### config.mk
export PLATFORM = sky130hd
export DESIGN_NAME = mem_access_stage
export DESIGN_NICKNAME = d
export VERILOG_FILES = /design/src/rtl/mem_access_stage.sv
export SDC_FILE = /design/constraint.sdc
export NUM_CORES = 1
export LEC_CHECK = 0
export CAP_MARGIN = 20
export CORE_ASPECT_RATIO = 0.6
export CORE_MARGIN = 2
export CORE_UTILIZATION = 43
export CTS_CLUSTER_SIZE = 30
export DETAILED_ROUTE_END_ITERATION = 10
export GPL_ROUTABILITY_DRIVEN = 0
export GPL_TIMING_DRIVEN = 0
export MAX_ROUTING_LAYER = met4
export PLACE_DENSITY = 0.77
export SLEW_MARGIN = 5
export SYNTH_ARGS = -nofsm -noshare
export SYNTH_HDL_FRONTEND = slang
export SYNTH_SLANG_ARGS = --single-unit
### constraint.sdc
create_clock -name clk_i -period 1.8 [get_ports clk_i]
set_clock_uncertainty 0.15 [all_clocks]
set_input_delay 0.45 -clock clk_i [delete_from_list [all_inputs] [get_ports clk_i]]
set_output_delay 0.45 -clock clk_i [all_outputs]
set_load 0.02 [all_outputs]
### src/rtl/mem_access_stage.sv
// ---------------------------------------------------------------------------
// mem_access_stage
//
// Memory-access stage of the PSRV32 five-stage pipeline. It sits between
// execute and writeback. It performs RV32I loads and stores against a data
// memory that answers a request with a single acknowledge after a variable
// number of cycles. Load data is aligned and sign- or zero-extended. The
// stage holds the pipeline with a stall while an access is outstanding.
// Everything the writeback stage needs is registered in the MEM/WB register.
//
// Ports
//   clk_i, reset_i          clock (rising edge), asynchronous active-low reset
//   valid_i                 EX/MEM slot holds a live instruction
//   alu_result_i            effective address, or pass-through ALU result
//   store_data_i            rs2 value for stores
//   funct3_i                access size / signedness
//   mem_read_i/mem_write_i  load / store (never both)
//   mem_to_reg_i, reg_write_i, rd_i, pcsrc_i, offset_i   pass-through fields
//   stall_o                 upstream must hold its inputs while high
//   dmem_req_o/we_o/addr_o/wdata_o/wstrb_o   data-memory request
//   dmem_rdata_i, dmem_ack_i                 data-memory response
//   valid_o ... fault_o     MEM/WB pipeline register
// ---------------------------------------------------------------------------
module mem_access_stage (
   input  logic        clk_i,
   input  logic        reset_i,
   input  logic        valid_i,
   input  logic [31:0] alu_result_i,
   input  logic [31:0] store_data_i,
   input  logic [2:0]  funct3_i,
   input  logic        mem_read_i,
   input  logic        mem_write_i,
   input  logic [1:0]  mem_to_reg_i,
   input  logic        reg_write_i,
   input  logic [4:0]  rd_i,
   input  logic [31:0] pcsrc_i,
   input  logic [31:0] offset_i,
   output logic        stall_o,
   output logic        dmem_req_o,
   output logic        dmem_we_o,
   output logic [31:0] dmem_addr_o,
   output logic [31:0] dmem_wdata_o,
   output logic [3:0]  dmem_wstrb_o,
   input  logic [31:0] dmem_rdata_i,
   input  logic        dmem_ack_i,
   output logic        valid_o,
   output logic [31:0] data_read_o,
   output logic [31:0] alu_result_o,
   output logic [31:0] pcsrc_o,
   output logic [31:0] offset_o,
   output logic [1:0]  mem_to_reg_o,
   output logic        reg_write_o,
   output logic [4:0]  rd_o,
   output logic        fault_o
);

   typedef enum logic {
      IDLE = 1'b0,
      WAIT = 1'b1
   } state_t;

   state_t state;

   // Fields captured when a memory access is launched. The retirement in
   // WAIT uses these copies, so the result never depends on what upstream
   // drives during the ack cycle.
   logic [2:0]  lat_funct3;
   logic [1:0]  lat_offset;
   logic        lat_is_store;
   logic [31:0] lat_alu_result;
   logic [31:0] lat_pcsrc;
   logic [31:0] lat_offset_field;
   logic [1:0]  lat_mem_to_reg;
   logic        lat_reg_write;
   logic [4:0]  lat_rd;

   logic        is_mem;
   logic        bad_funct3;
   logic        misaligned;
   logic        access_fault;
   logic [1:0]  byte_off;
   logic [3:0]  store_strb;
   logic [31:0] store_wdata;

   logic [7:0]  load_byte;
   logic [15:0] load_half;
   logic [31:0] load_ext;
   logic [31:0] retire_data;

   // Stall tracks the state directly. It stays high through the ack cycle,
   // so the next instruction is taken on the first IDLE edge.
   assign stall_o = (state == WAIT);

   // Decode the incoming instruction. The access size comes from funct3[1:0].
   // The encodings 011, 110 and 111 do not name a legal RV32I access.
   always_comb begin
      is_mem       = mem_read_i | mem_write_i;
      byte_off     = alu_result_i[1:0];
      bad_funct3   = (funct3_i == 3'b011) || (funct3_i == 3'b110) ||
                     (funct3_i == 3'b111);
      misaligned   = ((funct3_i[1:0] == 2'b01) && alu_result_i[0]) ||
                     ((funct3_i[1:0] == 2'b10) && (alu_result_i[1:0] != 2'b00));
      access_fault = is_mem & (bad_funct3 | misaligned);
   end

   // Store lane encoding. Data is replicated across all lanes, so memory
   // can take the selected lane without shifting. Loads drive no strobes.
   always_comb begin
      store_strb  = 4'b0000;
      store_wdata = store_data_i;
      case (funct3_i[1:0])
         2'b00: begin
            store_strb  = 4'b0001 << byte_off;
            store_wdata = {4{store_data_i[7:0]}};
         end
         2'b01: begin
            store_strb  = 4'b0011 << byte_off;
            store_wdata = {2{store_data_i[15:0]}};
         end
         default: begin
            store_strb  = 4'b1111;
            store_wdata = store_data_i;
         end
      endcase
      if (!mem_write_i) begin
         store_strb = 4'b0000;
      end
   end

   // Select the addressed lane from the returned word and extend it to
   // 32 bits. A store retires with zero load data.
   always_comb begin
      load_byte = dmem_rdata_i[7:0];
      case (lat_offset)
         2'b00: load_byte = dmem_rdata_i[7:0];
         2'b01: load_byte = dmem_rdata_i[15:8];
         2'b10: load_byte = dmem_rdata_i[23:16];
         2'b11: load_byte = dmem_rdata_i[31:24];
         default: load_byte = dmem_rdata_i[7:0];
      endcase
      load_half = lat_offset[1] ? dmem_rdata_i[31:16] : dmem_rdata_i[15:0];
      case (lat_funct3)
         3'b000:  load_ext = {{24{load_byte[7]}}, load_byte};
         3'b001:  load_ext = {{16{load_half[15]}}, load_half};
         3'b100:  load_ext = {24'd0, load_byte};
         3'b101:  load_ext = {16'd0, load_half};
         default: load_ext = dmem_rdata_i;
      endcase
      retire_data = lat_is_store ? 32'd0 : load_ext;
   end

   // Stage state machine together with the memory request and MEM/WB
   // registers. valid_o is cleared every cycle and only pulses when an
   // instruction retires. Everything else holds its value between updates.
   always_ff @(posedge clk_i or negedge reset_i) begin
      if (!reset_i) begin
         state            <= IDLE;
         dmem_req_o       <= 1'b0;
         dmem_we_o        <= 1'b0;
         dmem_addr_o      <= 32'd0;
         dmem_wdata_o     <= 32'd0;
         dmem_wstrb_o     <= 4'd0;
         valid_o          <= 1'b0;
         data_read_o      <= 32'd0;
         alu_result_o     <= 32'd0;
         pcsrc_o          <= 32'd0;
         offset_o         <= 32'd0;
         mem_to_reg_o     <= 2'd0;
         reg_write_o      <= 1'b0;
         rd_o             <= 5'd0;
         fault_o          <= 1'b0;
         lat_funct3       <= 3'd0;
         lat_offset       <= 2'd0;
         lat_is_store     <= 1'b0;
         lat_alu_result   <= 32'd0;
         lat_pcsrc        <= 32'd0;
         lat_offset_field <= 32'd0;
         lat_mem_to_reg   <= 2'd0;
         lat_reg_write    <= 1'b0;
         lat_rd           <= 5'd0;
      end else begin
         valid_o <= 1'b0;
         case (state)
            IDLE: begin
               if (valid_i) begin
                  if (!is_mem || access_fault) begin
                     // Retire directly. A faulting access never reaches
                     // memory, and its register write is suppressed.
                     valid_o      <= 1'b1;
                     data_read_o  <= 32'd0;
                     alu_result_o <= alu_result_i;
                     pcsrc_o      <= pcsrc_i;
                     offset_o     <= offset_i;
                     mem_to_reg_o <= mem_to_reg_i;
                     reg_write_o  <= reg_write_i & ~access_fault;
                     rd_o         <= rd_i;
                     fault_o      <= access_fault;
                  end else begin
                     lat_funct3       <= funct3_i;
                     lat_offset       <= byte_off;
                     lat_is_store     <= mem_write_i;
                     lat_alu_result   <= alu_result_i;
                     lat_pcsrc        <= pcsrc_i;
                     lat_offset_field <= offset_i;
                     lat_mem_to_reg   <= mem_to_reg_i;
                     lat_reg_write    <= reg_write_i;
                     lat_rd           <= rd_i;
                     dmem_req_o       <= 1'b1;
                     dmem_we_o        <= mem_write_i;
                     dmem_addr_o      <= {alu_result_i[31:2], 2'b00};
                     dmem_wdata_o     <= store_wdata;
                     dmem_wstrb_o     <= store_strb;
                     state            <= WAIT;
                  end
               end
            end
            WAIT: begin
               if (dmem_ack_i) begin
                  dmem_req_o   <= 1'b0;
                  dmem_we_o    <= 1'b0;
                  valid_o      <= 1'b1;
                  data_read_o  <= retire_data;
                  alu_result_o <= lat_alu_result;
                  pcsrc_o      <= lat_pcsrc;
                  offset_o     <= lat_offset_field;
                  mem_to_reg_o <= lat_mem_to_reg;
                  reg_write_o  <= lat_reg_write;
                  rd_o         <= lat_rd;
                  fault_o      <= 1'b0;
                  state        <= IDLE;
               end
            end
            default: state <= IDLE;
         endcase
      end
   end

endmodule

# Yosys cells after proc, flatten, opt, wreduce, memory -nomap -nowiden

Cells that the tools add are included.

Output and inout port bits: 209
Register bits: 317
Bits of input ports: 177
Logic and storage cells: 115

Multiplexer cells: 53
Equality and inequality tests: 15
Shift operators: 2
Bitwise logic cells: 7
Reductions and logical operators: 14

Operator list:

| kind                  | count |
|---|---|
| $mux W32              | 13 |
| $pmux W32 S2          | 5 |
| $pmux W32 S4          | 1 |
| $pmux W8 S4           | 1 |
| $mux W1               | 16 |
| $mux W16              | 1 |
| $mux W5               | 3 |
| $eq A3 B3 Y1 const B  | 4 |
| $pmux W1 S2           | 6 |
| $pmux W5 S2           | 1 |
| $reduce_and A3 Y1     | 3 |
| $ne A2 B2 Y1 const B  | 4 |
| $pmux W4 S2           | 1 |
| $eq A2 B2 Y1 const B  | 3 |
| $mux W2               | 3 |
| $eq A2 B1 Y1 const B  | 2 |
| $logic_not A2 Y1      | 2 |
| $logic_or A1 B1 Y1    | 4 |
| $mux W4               | 1 |
| $pmux W2 S2           | 1 |
| $shl A1 B2 Y4 const A | 1 |
| $shl A2 B2 Y4 const A | 1 |
| $eq A3 B1 Y1 const B  | 1 |
| $eq A3 B2 Y1 const B  | 1 |
| 7 further kinds       | 12 |

# Longest topological paths before layout

Depth after elaboration: 10
Mapped depth: 7
Mapped depth without buffers: 4

# Worst setup path after synthesis

Ideal clock, no wire load.

Kind: in2reg
Start point: in funct3_i[0]
End point: reg offset_o[10]
Data required time: 1,522 ps
Arrival: 1,929 ps
Library setup time: 128 ps
Path buffers: 3
Stages on the path: 7
Slack: -406 ps
Cells stage by stage: buf_2 -> nor4_4 -> o22ai_1 -> a21boi_1 -> buf_4 -> buf_4 -> mux2_1

Cells in the longest elaborated chain, start to end: 8
Elaborated cells between the ends (all ways): 15
Those cells by class: eq/ne (6); bitwise (2); reduce/logical (7)

RTL lines:

| element                                          | line    | source |
|---|---|---|
| start, declared                                  | 30      | `input logic [2:0] funct3_i,` |
| $eq A3 B2 Y1, or another cell as far along       | 99      | `bad_funct3 = (funct3_i == 3'b011) \|\| (funct3_i == 3'b110) \|\|` |
| $logic_or A1 B1 Y1, or another cell as far along | 99      |  |
| $logic_or A1 B1 Y1 (on tied branches)            | 99, 101 |  |
| $or A1 B1 Y1 (*)                                 | 103     | `access_fault = is_mem & (bad_funct3 \| misaligned);` |
| $and A1 B1 Y1 (*)                                | 103     |  |
| $logic_or A1 B1 Y1 (*)                           | 186     | `if (!is_mem \|\| access_fault) begin` |
| $ne A2 B2 Y1 (no source line) (*)                | n/a     |  |
| $reduce_and A3 Y1 (no source line) (*)           | n/a     |  |
| end signal, assigned                             | 193     | `offset_o <= offset_i;` |
| end signal, assigned                             | 225     | `offset_o <= lat_offset_field;` |
| end, declared                                    | 50      | `output logic [31:0] offset_o,` |

Mark *: on every way between the ends. The rest lies on a longest branch, timed or not.
A chain may end at the register's enable or synchronous reset.

# Worst setup path after layout

Start point: reg state, in the netlist stall_o
End point: reg alu_result_o[19]

Cells in the longest elaborated chain, start to end: 3
Elaborated cells between the ends (all ways): 6
Those cells by class: eq/ne (3); mux (1); bitwise (1); reduce/logical (1)

RTL lines:

| element                            | line | source |
|---|---|---|
| start, declared                    | 62   | `state_t state;` |
| start signal, assigned             | 157  | `state <= IDLE;` |
| start signal, assigned             | 213  | `state <= WAIT;` |
| start signal, assigned             | 230  | `state <= IDLE;` |
| $not A1 Y1 (no source line)        | n/a  |  |
| $ne A2 B2 Y1 (no source line)      | n/a  |  |
| $reduce_and A3 Y1 (no source line) | n/a  |  |
| end signal, assigned               | 191  | `alu_result_o <= alu_result_i;` |
| end signal, assigned               | 223  | `alu_result_o <= lat_alu_result;` |
| end, declared                      | 48   | `output logic [31:0] alu_result_o,` |

Parallel ways exist; a longest one is shown, timed or not.

==> results.py <==
metrics = {
    "sta": {
        "clock.fmax_ghz": 0.5156,
        "max_slew_margin_pct": 38.77,
        "rsz0062_at_grt": "true",
        "worst_pin_slew_ns": 0.9151,
        "whs_ns": -0.2648,
        "fin_crit_ns": 1.940,
        "slew_viol_final": 0,
        "finalCritPeriodShare_pct": 107.8,
        "finalSetupViolations": 242,
        "hold_viol": 87,
        "setup_slack_ns": -0.1397,
    },
    "cts": {
        "tritoncts": "yes",
        "clk_latency_ns": 0.54,
        "root_buffer": "clkbuf_16",
        "clkTransAtPathRegs_ns": 0.07,
        "cts_buffers": 28,
        "max-clock-path-buffers": 3,
        "htreeDepth": 1,
        "cts.sinks": 285,
    },
    "outcome": {
        "violations": "hold timing, setup timing",
        "status": "complete, but fails checks",
    },
    "cells_and_area": {
        "areaGrowthSynthToFinish_pct": 50.84,
        "drive_above_1_share_pct": 52.91,
        "fill_cells": 2228,
        "seq_area_mm2": 0.007136,
        "fin_cells": 1852,
        "multiInputGateArea_mm2": 0.005913,
        "finalNetCount": 1600,
    },
    "synthesis": {
        "synth_edf_count": 0,
        "netlist_instances": 962,
        "synth_top_area_cell": "dfrtp_1",
        "synth_simple_gate_area_share_pct": 3.975,
        "ys_seq_area_share_pct": 54.99,
        "synth_compound_area_share_pct": 6.358,
        "yosysWarnings": 0,
        "synth_top_family_by_area": "multiplexers",
        "ys_seq_elements": 285,
        "synth_area_mm2": 0.01297,
        "synth_top_cells_by_count": "dfrtp_1, mux2_2, mux2_1",
        "synth_fa_ha_area_share_pct": 0,
        "ys_types": 39,
        "yosys.cell_count.top_type": "dfrtp_1",
        "synthTopCellsByArea": "dfrtp_1, mux2_2, mux2_1",
        "synthMuxAreaShare_pct": 29.98,
        "ys.flop_type": "dfrtp_1",
        "synthArstFlopShare_pct": 100.0,
        "avgSynthCellArea_um2": 13.48,
        "synth-xor-area-share_pct": 0,
        "synth.top_cell.area_share_pct": 54.99,
    },
    "critical_path": {
        "reg2reg_depth": 7,
        "timing.rr.end": "alu_result_o[19]",
        "worstSetupEndpointType": "flip-flop",
        "cp_data_arrival_time_ns": 2.23,
        "worstSetupStartpointType": "flip-flop",
        "worst-path-max-fanout": 6,
        "reg2reg_from": "stall_o",
        "crit_required_ns": 2.09,
        "regToRegSetupSlack_ns": -0.14,
        "critical_path_class": "flip-flop to flip-flop",
    },
    "die": {
        "io_pins": 386,
        "die_x_um": 228.2,
        "start_util_pct": 43.52,
        "rows": 49,
        "fp.dieH_um": 138.5,
        "core_mm2": 0.02980,
        "dieArea_mm2": 0.03161,
    },
    "global_routing": {
        "grt_usage_pct": 25.22,
        "antenna_found_initial": 2,
        "grt_first_pass_wirelength_um": 59970,
        "grt_max_degree": 101,
        "grt_overflow": 0,
        "grt_pass1_vias": 9994,
        "grt_util_met2_pct": 38.51,
        "grt_busiest_layer": "met2",
        "grt_util_met3_pct": 7.013,
        "met1_usage_pct": 33.04,
    },
    "place": {
        "preCtsSetupSlack_ns": -1.541,
        "numPortBuffers": 381,
        "dp_cells": 1754,
        "dpl.hpwl_um": 27940,
    },
    "route": {
        "first_pass_iters": 5,
        "via_per_inst": 5.235,
        "drc_errors": 0,
        "drt-initial-drc-count": 611,
        "postRouteAntennaNets": 0,
        "vias": 9696,
        "wl_per_cell_um": 22.30,
        "wl_um": 41290,
    },
    "power": {
        "power.density_mw_per_mm2": 1282,
        "vdd_drop_max_mv": 0.9900,
        "leakagePower_nw": 9.195,
        "power_w": 0.02509,
    },
    "min_path": {
        "hold_class": "primary input to asynchronous set/reset pin",
    },
    "flow_run": {
        "drv_cap": 0,
    },
}
## cells by family after synthesis
kind of cell           after synthesis
DFF                                285
and+or+nand+nor                    102
AOI/OAI and AO/OA                  123
muxes                              348
other                                1
buffers and inverters              103
## stage by stage
stage,util [%],cell area (um^2),TNS [ns]
2_1_floorplan,-,13260,-20.62
3_3_place_gp,59.00,17580,-3869.83
3_5_place_dp,59.20,17640,-353.30
4_1_cts,63.89,19040,-29.16
5_1_grt,65.65,19560,-30.90
6_report,65.65,19560,-17.04
## worst max-delay path by stage
stage,from,end,depth (start not counted)
6_report,stall_o,alu_result_o[19],7
3_5_place_dp,alu_result_i[0],dmem_wdata_o[20],7
2_1_floorplan,funct3_i[2],offset_o[23],6
4_1_cts,alu_result_i[1],offset_o[20],8
5_1_grt,stall_o,alu_result_o[19],7
3_3_place_gp,reset_i,stall_o,1
## metal layers
metal  share of wire [%]  routed length [um]
met1                  44               18360
met2                  45               18710
met3                 7.1                2947
met4                 3.1                1269
met5                   0                   0
## critical path: stages, from the launching register on
cell and delay [ns]:
dfrtp_2 0.44, buf_12 0.15, nand2_8 0.06, a21boi_4 0.24, buf_12 0.15, buf_16 0.15
clkbuf_16 0.17, mux2_4 0.30
## cell type report
cell class | instances | share of cell area [%]
inverter | 8 | 0.1727
multi-input combinational | 575 | 30.23
antenna | 2 | 0.02558
timing repair buffer | 448 | 20.59
tap | 408 | 2.610
clock buffer | 40 | 4.330
sequential | 285 | 36.48
buffer | 77 | 4.931
clock inverter | 9 | 0.6332
## what timing repair did
item,4_1_cts,5_1_grt
hold endpoints to repair,87,87
setup endpoints to repair,492,478
setup buffers,23,20
resized for setup,470,606
cloned,3,20
pin swaps,4,17
## power breakdown
group | internal [W] | switching [W]
clock network | 0.00368 | 0.00253
logic | 0.00484 | 0.00469
registers | 0.00823 | 0.00112
## layout by cell type (no fill, tap or decap), types with 3 or more instances in the layout
master           Yosys  routed
clkinv_2             0       5
buf_1                5       3
buf_6                8      55
o21ai_1              0      16
a21oi_1             10       8
a32o_1               8       6
o2bb2ai_1           12      10
buf_4               35      35
clkbuf_8             0       9
mux2_2             252     200
o22ai_1              5       3
mux2i_1             25      25
o21ai_0             54      26
bufinv_16            0       3
mux2_4               0     114
buf_8                0       7
a22o_1              17      17
nand2_1             37      27
dfrtp_2              0       3
inv_1                7       7
clkbuf_1            25       5
mux2_1              71       9
o21ai_2              0      12
and2_1               7       7
clkbuf_4             0       6
dfrtp_1            285     282
nand2b_1            28      27
clkbuf_16            0      49
clkbuf_2             0     168
a211oi_2             0       6
nor2_1              19      18
buf_16               0       4
nand2_2              0       9
clkdlybuf4s50_1      0     169
buf_2               22      19
buf_12               0      33
Power figures use the tool's default switching activity.
